### config.mk
export PLATFORM = sky130hd
export DESIGN_NAME = mux3_scanner
export DESIGN_NICKNAME = d
export VERILOG_FILES = /design/src/rtl/mux3_scanner.sv
export SDC_FILE = /design/constraint.sdc
export NUM_CORES = 1
export LEC_CHECK = 0
export CORE_AREA = 4 4 41 43
export CTS_BUF_LIST = sky130_fd_sc_hd__clkbuf_8
export DETAILED_ROUTE_END_ITERATION = 8
export DIE_AREA = 0 0 45 47
export GPL_ROUTABILITY_DRIVEN = 0
export GPL_TIMING_DRIVEN = 0
export PLACE_DENSITY = 0.73
export SYNTH_ARGS = -nofsm -noshare
export SYNTH_HDL_FRONTEND = slang
export SYNTH_SLANG_ARGS = --single-unit
### constraint.sdc
create_clock -name clk -period 1.3 [get_ports clk]
set_input_delay 0.195 -clock clk [delete_from_list [all_inputs] [get_ports clk]]
set_output_delay 0.195 -clock clk [all_outputs]
set_load 0.02 [all_outputs]
### src/rtl/mux3_scanner.sv
// Drives the select of a 3:1 mux through channels 0..2, holding each for DWELL cycles,
// and samples the mux output on the last dwell cycle to build a 3-bit frame.
module mux3_scanner #(
    parameter int DWELL = 4
) (
    input  logic       clk,
    input  logic       rst_n,
    input  logic       start,
    input  logic       cont,
    input  logic       r,
    output logic [1:0] s,
    output logic [2:0] data,
    output logic       valid,
    output logic       busy
);

    localparam int CW = (DWELL > 1) ? $clog2(DWELL) : 1;
    localparam logic [CW-1:0] CNT_LAST = CW'(DWELL - 1);

    typedef enum logic {
        IDLE,
        SCAN
    } state_t;

    state_t          state_reg, state_next;
    logic [1:0]      ch_reg, ch_next;
    logic [CW-1:0]   cnt_reg, cnt_next;
    logic [1:0]      shadow_reg, shadow_next;
    logic [1:0]      s_next;
    logic [2:0]      data_next;
    logic            valid_next;
    logic            busy_next;
    logic            capture;

    // r is only meaningful on the last dwell cycle of a channel
    assign capture = (state_reg == SCAN) && (cnt_reg == CNT_LAST);

    // Channel 2 never needs a shadow bit: it goes straight into data
    generate
        for (genvar gi = 0; gi < 2; gi++) begin : g_shadow
            assign shadow_next[gi] = (capture && (ch_reg == 2'(gi))) ? r : shadow_reg[gi];
        end
    endgenerate

    always_comb begin
        state_next = state_reg;
        ch_next    = ch_reg;
        cnt_next   = cnt_reg;
        s_next     = 2'b00;
        data_next  = data;
        valid_next = 1'b0;
        busy_next  = 1'b0;

        if (state_reg == IDLE) begin
            if (start) begin
                state_next = SCAN;
                ch_next    = 2'd0;
                cnt_next   = '0;
                busy_next  = 1'b1;
            end
        end else begin
            busy_next = 1'b1;
            s_next    = ch_reg;
            cnt_next  = cnt_reg + CW'(1);
            if (capture) begin
                cnt_next = '0;
                if (ch_reg != 2'd2) begin
                    ch_next = ch_reg + 2'd1;
                    s_next  = ch_reg + 2'd1;
                end else begin
                    data_next  = {r, shadow_reg[1], shadow_reg[0]};
                    valid_next = 1'b1;
                    ch_next    = 2'd0;
                    s_next     = 2'b00;
                    if (!cont) begin
                        state_next = IDLE;
                        busy_next  = 1'b0;
                    end
                end
            end
        end
    end

    always_ff @(posedge clk or negedge rst_n) begin
        if (!rst_n) begin
            state_reg  <= IDLE;
            ch_reg     <= 2'd0;
            cnt_reg    <= '0;
            shadow_reg <= 2'b00;
            s          <= 2'b00;
            data       <= 3'b000;
            valid      <= 1'b0;
            busy       <= 1'b0;
        end else begin
            state_reg  <= state_next;
            ch_reg     <= ch_next;
            cnt_reg    <= cnt_next;
            shadow_reg <= shadow_next;
            s          <= s_next;
            data       <= data_next;
            valid      <= valid_next;
            busy       <= busy_next;
        end
    end

endmodule

After elaboration in Yosys (flattened, before gate mapping)
Cells that the tools add are included.
{"block": "op_classes", "eq_ne": 3, "reduce_logical": 6, "n_addsub": 2, "mux": 15, "n_bitwise": 1}
{"operator": "two-way mux 2 bit", "n": 7}
{"operator": "two-way mux 1 bit", "n": 8}
{"operator": "adder 2 x 1 -> 2 bit (second input constant)", "n": 2}
{"operator": "logical AND 1 bit", "n": 3}
{"operator": "AND reduction 3 bit", "n": 1}
{"operator": "== test 2 x 1 -> 1 bit (second input constant)", "n": 1}
{"operator": "== test 2 bit (second input constant)", "n": 1}
{"operator": "logical NOT 2 bit", "n": 1}
{"operator": "!= test 2 bit (second input constant)", "n": 1}
{"operator": "nonzero test 2 bit", "n": 1}
{"operator": "inverter 1 bit", "n": 1}
{"block": "totals", "register_bits": 13, "word_cells": 35, "inputBits": 5, "out_inout_bits": 7}

Logic depth before layout (Yosys ltp)
Gate-level depths: netlist (run 1).
{"block": "logic_depth", "depth_word": 4, "ltp_mapped": 4, "depth_no_buf": 4}

Worst setup path after synthesis (run 1)
No wires, ideal clock.
{"block": "synth_path", "kind": "register -> register", "startpoint": "reg state_reg", "endpoint": "reg shadow_reg[0]", "required_ns": 1.175, "setup_time_ns": 0.125, "synth_period_minus_slack_ns": 1.271, "n_path_buf": 1, "stages_incl_launch_ff": 4, "path_slack_ns": 0.029, "arrival_time_ns": 1.146, "path_cell_list": "dfrtp_1 buf_4 and4bb_4 mux2_4"}
{"block": "synth_between", "elab_chain_len": 2}
{"element": "from (decl)", "line_no": "25", "text": "state_t state_reg, state_next;"}
{"element": "from (signal assigned)", "line_no": "95", "text": "state_reg <= state_next;"}
{"element": "logical AND 1 bit", "line_no": "36", "text": "assign capture = (state_reg == SCAN) && (cnt_reg == CNT_LAST);"}
{"element": "logical AND 1 bit", "line_no": "41", "text": "assign shadow_next[gi] = (capture && (ch_reg == 2'(gi))) ? r : shadow_reg[gi];"}
{"element": "to (signal assigned)", "line_no": "98", "text": "shadow_reg <= shadow_next;"}
{"element": "to (decl)", "line_no": "28", "text": "logic [1:0] shadow_reg, shadow_next;"}
Every way passes these cells.
A chain may end at the register's enable or synchronous reset.

Worst setup path in the final report (run 1)
{"block": "layout_path", "startpoint": "reg cnt_reg[0]", "endpoint": "reg data[2]"}
{"block": "layout_between", "elab_chain_len": 3}
{"element": "from (decl)", "line_no": "27", "text": "logic [CW-1:0] cnt_reg, cnt_next;"}
{"element": "from (signal assigned)", "line_no": "97", "text": "cnt_reg <= cnt_next;"}
{"element": "== test 2 bit", "line_no": "36"}
{"element": "logical AND 1 bit", "line_no": "36"}
{"element": "AND reduction 3 bit (no line)"}
{"element": "to (signal assigned)", "line_no": "100", "text": "data <= data_next;"}
{"element": "to (decl)", "line_no": "12", "text": "output logic [2:0] data,"}
Every way passes these cells.

==> out/qor.txt, run 1 <==
DRT antenna net count - 0
Initial Utilization - 42.12%
Final hold violations - 0
# diodes - 0
Slew Limit Fails - 0
CTS tree - built
Die Area - 0.002115 sq mm
Static Leak - 0.3686 nW
1st-pass router iterations - 3
Critical Path AT - 1.37 ns
Worst VDD drop - 1189 uV
Fin crit period - 1.246 ns
Syn nets - 45
Area grow syn2layout - 37.90%
Slew @ Worst Pin - 0.5654 ns
RSZ-0062 raised after global routing - false
Largest net degree at the start of global routing - 14
Largest Register - data
Sw Ratio - 31.79%
Clock-pin transition on the worst setup and hold timing paths - 0.06 ns
Initial antenna violation count - 0
Fin Hold WS - 0.3201 ns
Detailed Route WL - 907 microns
Avg Synthesized Cell Area - 14.05 sq um
Top cell type by total area after synthesis - dfrtp_1
Die extent in x - 45 microns
FF-to-FF setup slack - 0.05 ns
Max_cap viols - 0
I/O pins - 12
Slew margin rel. - 62.19%
FMAX - 0.8027 GHz
Finish-stage setup viols - 0
Worst skew pair latency - 0.24 ns
Critical path class - flop to flop
Crit end category - flop
Sw Pwr - 0.0005545 W
Clock H-tree levels - 1
IO Port Bufs - 11
Mapped cell area - 548.0 sq um
Clock group share of total power - 19.9%
Via count - 358
Post-synthesis sequential area ratio - 59.36%
Worst min path class - primary input to async pin
WL per Instance - 12.42 microns
CTS Buffer Depth - 2
Clock Skews - 0.003263 ns
Post-synth top area share - 59.36%
Global-route wire length before repair - 1524 microns
Remaining DRCs - 0
Req. time, crit path - 1.42 ns
Worst Path Max Fanout - 6
Status - finished, final reports clean
CTS sink cnt - 13
Fillers - 119
DIE HEIGHT - 47 microns
Total GRT Usage - 10.99%
Nets - 65
Share of layout cells above drive strength 1 - 29.31%
Sequential power share - 39.5%
Vias in the first global route - 356
Vias per cell - 4.904
Final TNS setup - 0 ns
YS warnings - 0
TritonCTS Buffers - 3
Combinational share of power - 40.5%
Post-Syn Instances - 39
Root Driver - clkbuf_8
DP Wirelength - 653.4 microns
Pint - 0.001190 W
Initial DRC Count - 4
Crit share post-route - 95.83%
Pwr dens - 2308 mW/mm^2
Startpoint Class - flop
Std-Cell Rows - 13
Count of unique library cells instantiated by Yosys - 20
Synth top area cells - dfrtp_1 (59%), mux2_2 (6.2%), mux2_4 (5.5%)
GRT overflow - 0
Post-synthesis register bit count - 13
Max FFs per register - 3
Core area - 0.001301 sq mm
-- layout by cell type, fill, tap and decap left out --
cell,instances
nand2_1,2
nand4b_1,1
nand2b_1,1
or3b_1,2
buf_4,5
a21oi_1,1
nor3b_1,1
dlygate4sd2_1,7
inv_2,1
o2bb2ai_1,1
ha_4,1
clkdlybuf4s50_1,4
a21o_1,1
nand4b_2,1
nand3_1,1
nor2_1,1
and4bb_4,1
dfrtp_1,13
mux2_2,3
mux2_4,2
inv_1,2
clkbuf_8,3
nand3b_1,3
-- routing by layer --
layer	wire length, microns	global-route usage [%]
met4	10	7.018
met3	46	4.598
met5	0	0
met2	415	16.10
met1	434	13.35
-- final cells by class --
cell class	instances	area [sq um]	area share [%]
buffer	1	7.507	0.9934
clock buffer	3	41.29	5.464
clock inverter	1	3.754	0.4967
inverter	2	7.507	0.9934
multi-input combinational	23	220.2	29.14
sequential	13	325.3	43.05
tap	15	18.77	2.483
timing repair buffer	15	131.4	17.38
-- stage by stage --
| stage | cells | util [%] | setup slack [ns] | power, W | area, sq um |
|---|---|---|---|---|---|
| 2_1_floorplan | 39 | - | 0.02861 | 0.001113 | 548.0 |
| 3_3_place_gp | 65 | 52.02 | -0.07188 | 0.001349 | 676.9 |
| 3_5_place_dp | 65 | 52.02 | -0.08730 | 0.001367 | 676.9 |
| 4_1_cts | 69 | 55.77 | 0.002247 | 0.001691 | 725.7 |
| 5_1_grt | 73 | 58.08 | 0.002581 | 0.001877 | 755.7 |
| 6_report | 73 | 58.08 | 0.05421 | 0.001744 | 755.7 |
-- cells in the mapped netlist, drive strengths merged --
| library cell | instances |
|---|---|
| a21oi | 1 |
| nand2b | 1 |
| nand2 | 2 |
| or3b | 2 |
| o2bb2ai | 1 |
| nand3 | 1 |
| buf | 1 |
| and4bb | 1 |
| a21o | 1 |
| nor2 | 1 |
| nand4b | 2 |
| nand3b | 3 |
| dfrtp | 13 |
| ha | 1 |
| inv | 2 |
| nor3b | 1 |
| mux2 | 5 |
-- power groups by stage --
stage	Combinational, W	Sequential (W)	Clock (W)
final	0.000707	0.000690	0.000348
after global routing	0.000770	0.000721	0.000386
after CTS	0.000645	0.000696	0.000350
after detailed placement	0.000678	0.000689	0
after global placement	0.000665	0.000684	0
after floorplan	0.000340	0.000773	0
-- critical path, stage by stage, from the launching register on --
cell and delay, ns:
dfrtp_1 0.40, ha_4 0.18, nand4b_2 0.16, inv_2 0.10, mux2_4 0.29
-- worst paths after layout --
check / start / endpoint / cells after the start
min in group clk: cont / state_reg / 3
setup reg to reg: cnt_reg[0] / data[2] / 4
setup / recovery: cnt_reg[0] / data[2] / 4
hold / removal: rst_n / state_reg / 1
hold reg to reg: data[1] / data[1] / 1
max in group asynchronous: rst_n / data[0] / 1
-- what timing repair did --
| action | 4_1_cts | 5_1_grt |
|---|---|---|
| gates resized for setup | 9 | 0 |
| setup buffers | 0 | 4 |
| hold buffers | 0 | 0 |
| setup endpoints to repair | 12 | 2 |
| pin swaps | 1 | 1 |
| gates cloned | 0 | 0 |
-- kinds of logic (layout without fill, tap and decap cells) --
family,count (synthesis),after routing,synth area share (%)
and+or+nand+nor,14,14,20.09
DFF,13,13,59.36
muxes,5,5,11.64
AOI/OAI and AO/OA,3,3,3.881
buffers and inverters,3,22,2.739
adders and majority gates,1,1,2.283
Power figures use the tool's default switching activity.
==> inputs of run 2 (changes only) <==
Settings changed: DONT_BUFFER_PORTS set to 1, PLACE_DENSITY 0.73 to 0.61.
==> run 2 against run 1 <==
Combinational power decreased by 34%; critical path depth is 1 lower; largest power group is now registers; routed wire length increased by 1.3%; flip-flop and latch count unchanged; via count shrank 11%; highest routed layer unchanged; setup slack lost 0.0098 ns.
==> out/qor.txt, run 2 (same netlist as run 1, synthesis figures left out) <==
Status - finished, final reports clean
Worst VDD drop - 857.0 uV
Fin Hold WS - 0.07557 ns
CTS sink cnt - 13
Area grow syn2layout - 21.00%
WL per Instance - 15.07 microns
Crit share post-route - 96.58%
Nets - 53
Worst path bufs/invs - 0
DIE HEIGHT - 47 microns
Worst min path class - primary input to flop
Initial Utilization - 42.12%
Placed instance area - 566.8 sq um
IO Port Bufs - 0
Critical Path AT - 1.38 ns
Most frequent cells in the layout - dfrtp_1 (12), nand3b_1 (3), mux2_2 (3), clkbuf_8 (3)
Root Driver - clkbuf_8
RSZ-0062 raised after global routing - true
Core area - 0.001301 sq mm
FMAX - 0.7965 GHz
Finish-stage setup viols - 0
# placed instances - 54
Slew Limit Fails - 0
# diodes - 0
Total GRT Usage - 10.43%
Remaining DRCs - 0
Layout Cells excl Fill - 61
CTS tree - built
Die extent in x - 45 microns
DP Wirelength - 695 microns
Crit path cell chain - ha_4, and4bb_4, mux2_4
1st-pass router iterations - 2
Worst Path Max Fanout - 7
Initial DRC Count - 1
CTS Buffer Depth - 2
TritonCTS Buffers - 3
Static Leak - 0.3095 nW
Clock H-tree levels - 1
I/O pins - 12
Most common cell after layout, fill and taps aside - dfrtp_1
Worst skew pair latency - 0.24 ns
GRT overflow - 0
Pwr dens - 2468 mW/mm^2
Vias per cell - 5.213
Crit-path leading delay family - flip-flops
Die Area - 0.002115 sq mm
Detailed Route WL - 919 microns
Clock Skews - 0.001956 ns
Final hold violations - 0
Std-Cell Rows - 13
Via count - 318
Dpl ws - -0.08054 ns
Critical path class - flop to flop
Initial antenna violation count - 0
Slowest-stage cell, CP - dfrtp_1
Largest net degree at the start of global routing - 14
Vias in the first global route - 316
Largest Register - data
Worst stage delay on the critical path - 0.40 ns
Max FFs per register - 3
Slew @ Worst Pin - 0.5435 ns
Max_cap viols - 0
Startpoint Class - flop
DRT antenna net count - 0
Clock-pin transition on the worst setup and hold timing paths - 0.05 ns
Share of layout cells above drive strength 1 - 34.78%
Req. time, crit path - 1.43 ns
Global-route wire length before repair - 1428 microns
Final Worst Setup Slack - 0.04445 ns
Fin crit period - 1.256 ns
Crit end category - flop
Finished Cell Area - 663.1 sq um
Slew margin rel. - 63.64%
[run 2: changes by cell type in the layout (fill, tap and decap cells not counted)]
cell | before | now
buf_4 | 5 | 2
buf_6 | 0 | 1
clkdlybuf4s50_1 | 4 | 0
dfrtp_1 | 13 | 12
dfrtp_2 | 0 | 1
dlygate4sd2_1 | 7 | 0
dlygate4sd3_1 | 0 | 1
nand4b_2 | 1 | 0
nand4b_4 | 0 | 1
[run 2: stage by stage]
stage	setup TNS, ns	total power (W)	utilization, %
floorplan	0	0.001113	-
global placement	-0.08354	0.001165	43.56
detailed placement	-0.1969	0.001210	43.56
CTS	0	0.001618	49.13
global route	-0.004943	0.001737	50.96
finish	0	0.001636	50.96
[run 2: metal layers]
layer / up-vias / track usage (%) / wire length (microns)
li1: 153 / - / -
met1: 152 / 10.95 / 368
met2: 11 / 16.38 / 479
met3: 2 / 5.364 / 53
met4: 0 / 7.018 / 18
met5: - / 0 / 0
[run 2: worst paths after layout]
path / startpoint / end / slack, ns / cells past startpoint
max reg2reg: cnt_reg[0] / shadow_reg[0] / 0.04 / 3
max in group asynchronous: rst_n / state_reg / 0.53 / 1
min: cont / state_reg / 0.08 / 2
min in group asynchronous: rst_n / ch_reg[0] / 0.38 / 1
min reg2reg: shadow_reg[0] / shadow_reg[0] / 0.51 / 1
max: cnt_reg[0] / shadow_reg[0] / 0.04 / 3
[run 2: cell type report]
class / instances / area [sq um]
sequential: 13 / 326.6
timing repair buffer: 3 / 25.02
inverter: 2 / 7.507
clock inverter: 1 / 3.754
buffer: 1 / 11.26
multi-input combinational: 23 / 229.0
fill: 124 / 638.1
clock buffer: 3 / 41.29
tap: 15 / 18.77
[run 2: timing repair]
action | in CTS | in global routing
pin swaps | 0 | 1
hold buffers | 1 | 0
gates resized for setup | 4 | 1
endpoints found under the hold margin | 13 | 0
buffers inserted | 0 | 2
setup endpoints to repair | 5 | 2
[run 2: worst register-to-register path, delay by kind of cell (launching register included)]
family / cells / cell delay (ns)
flip-flops: 1 / 0.40
adder cells (fa/ha/maj): 1 / 0.20
AND/OR/NAND/NOR: 1 / 0.26
multiplexers: 1 / 0.29
[run 2: report_power, final]
| group | switching [W] | internal [W] |
|---|---|---|
| Clock | 0.000139 | 0.000208 |
| Combinational | 0.000173 | 0.000296 |
| Sequential | 0.000236 | 0.000583 |
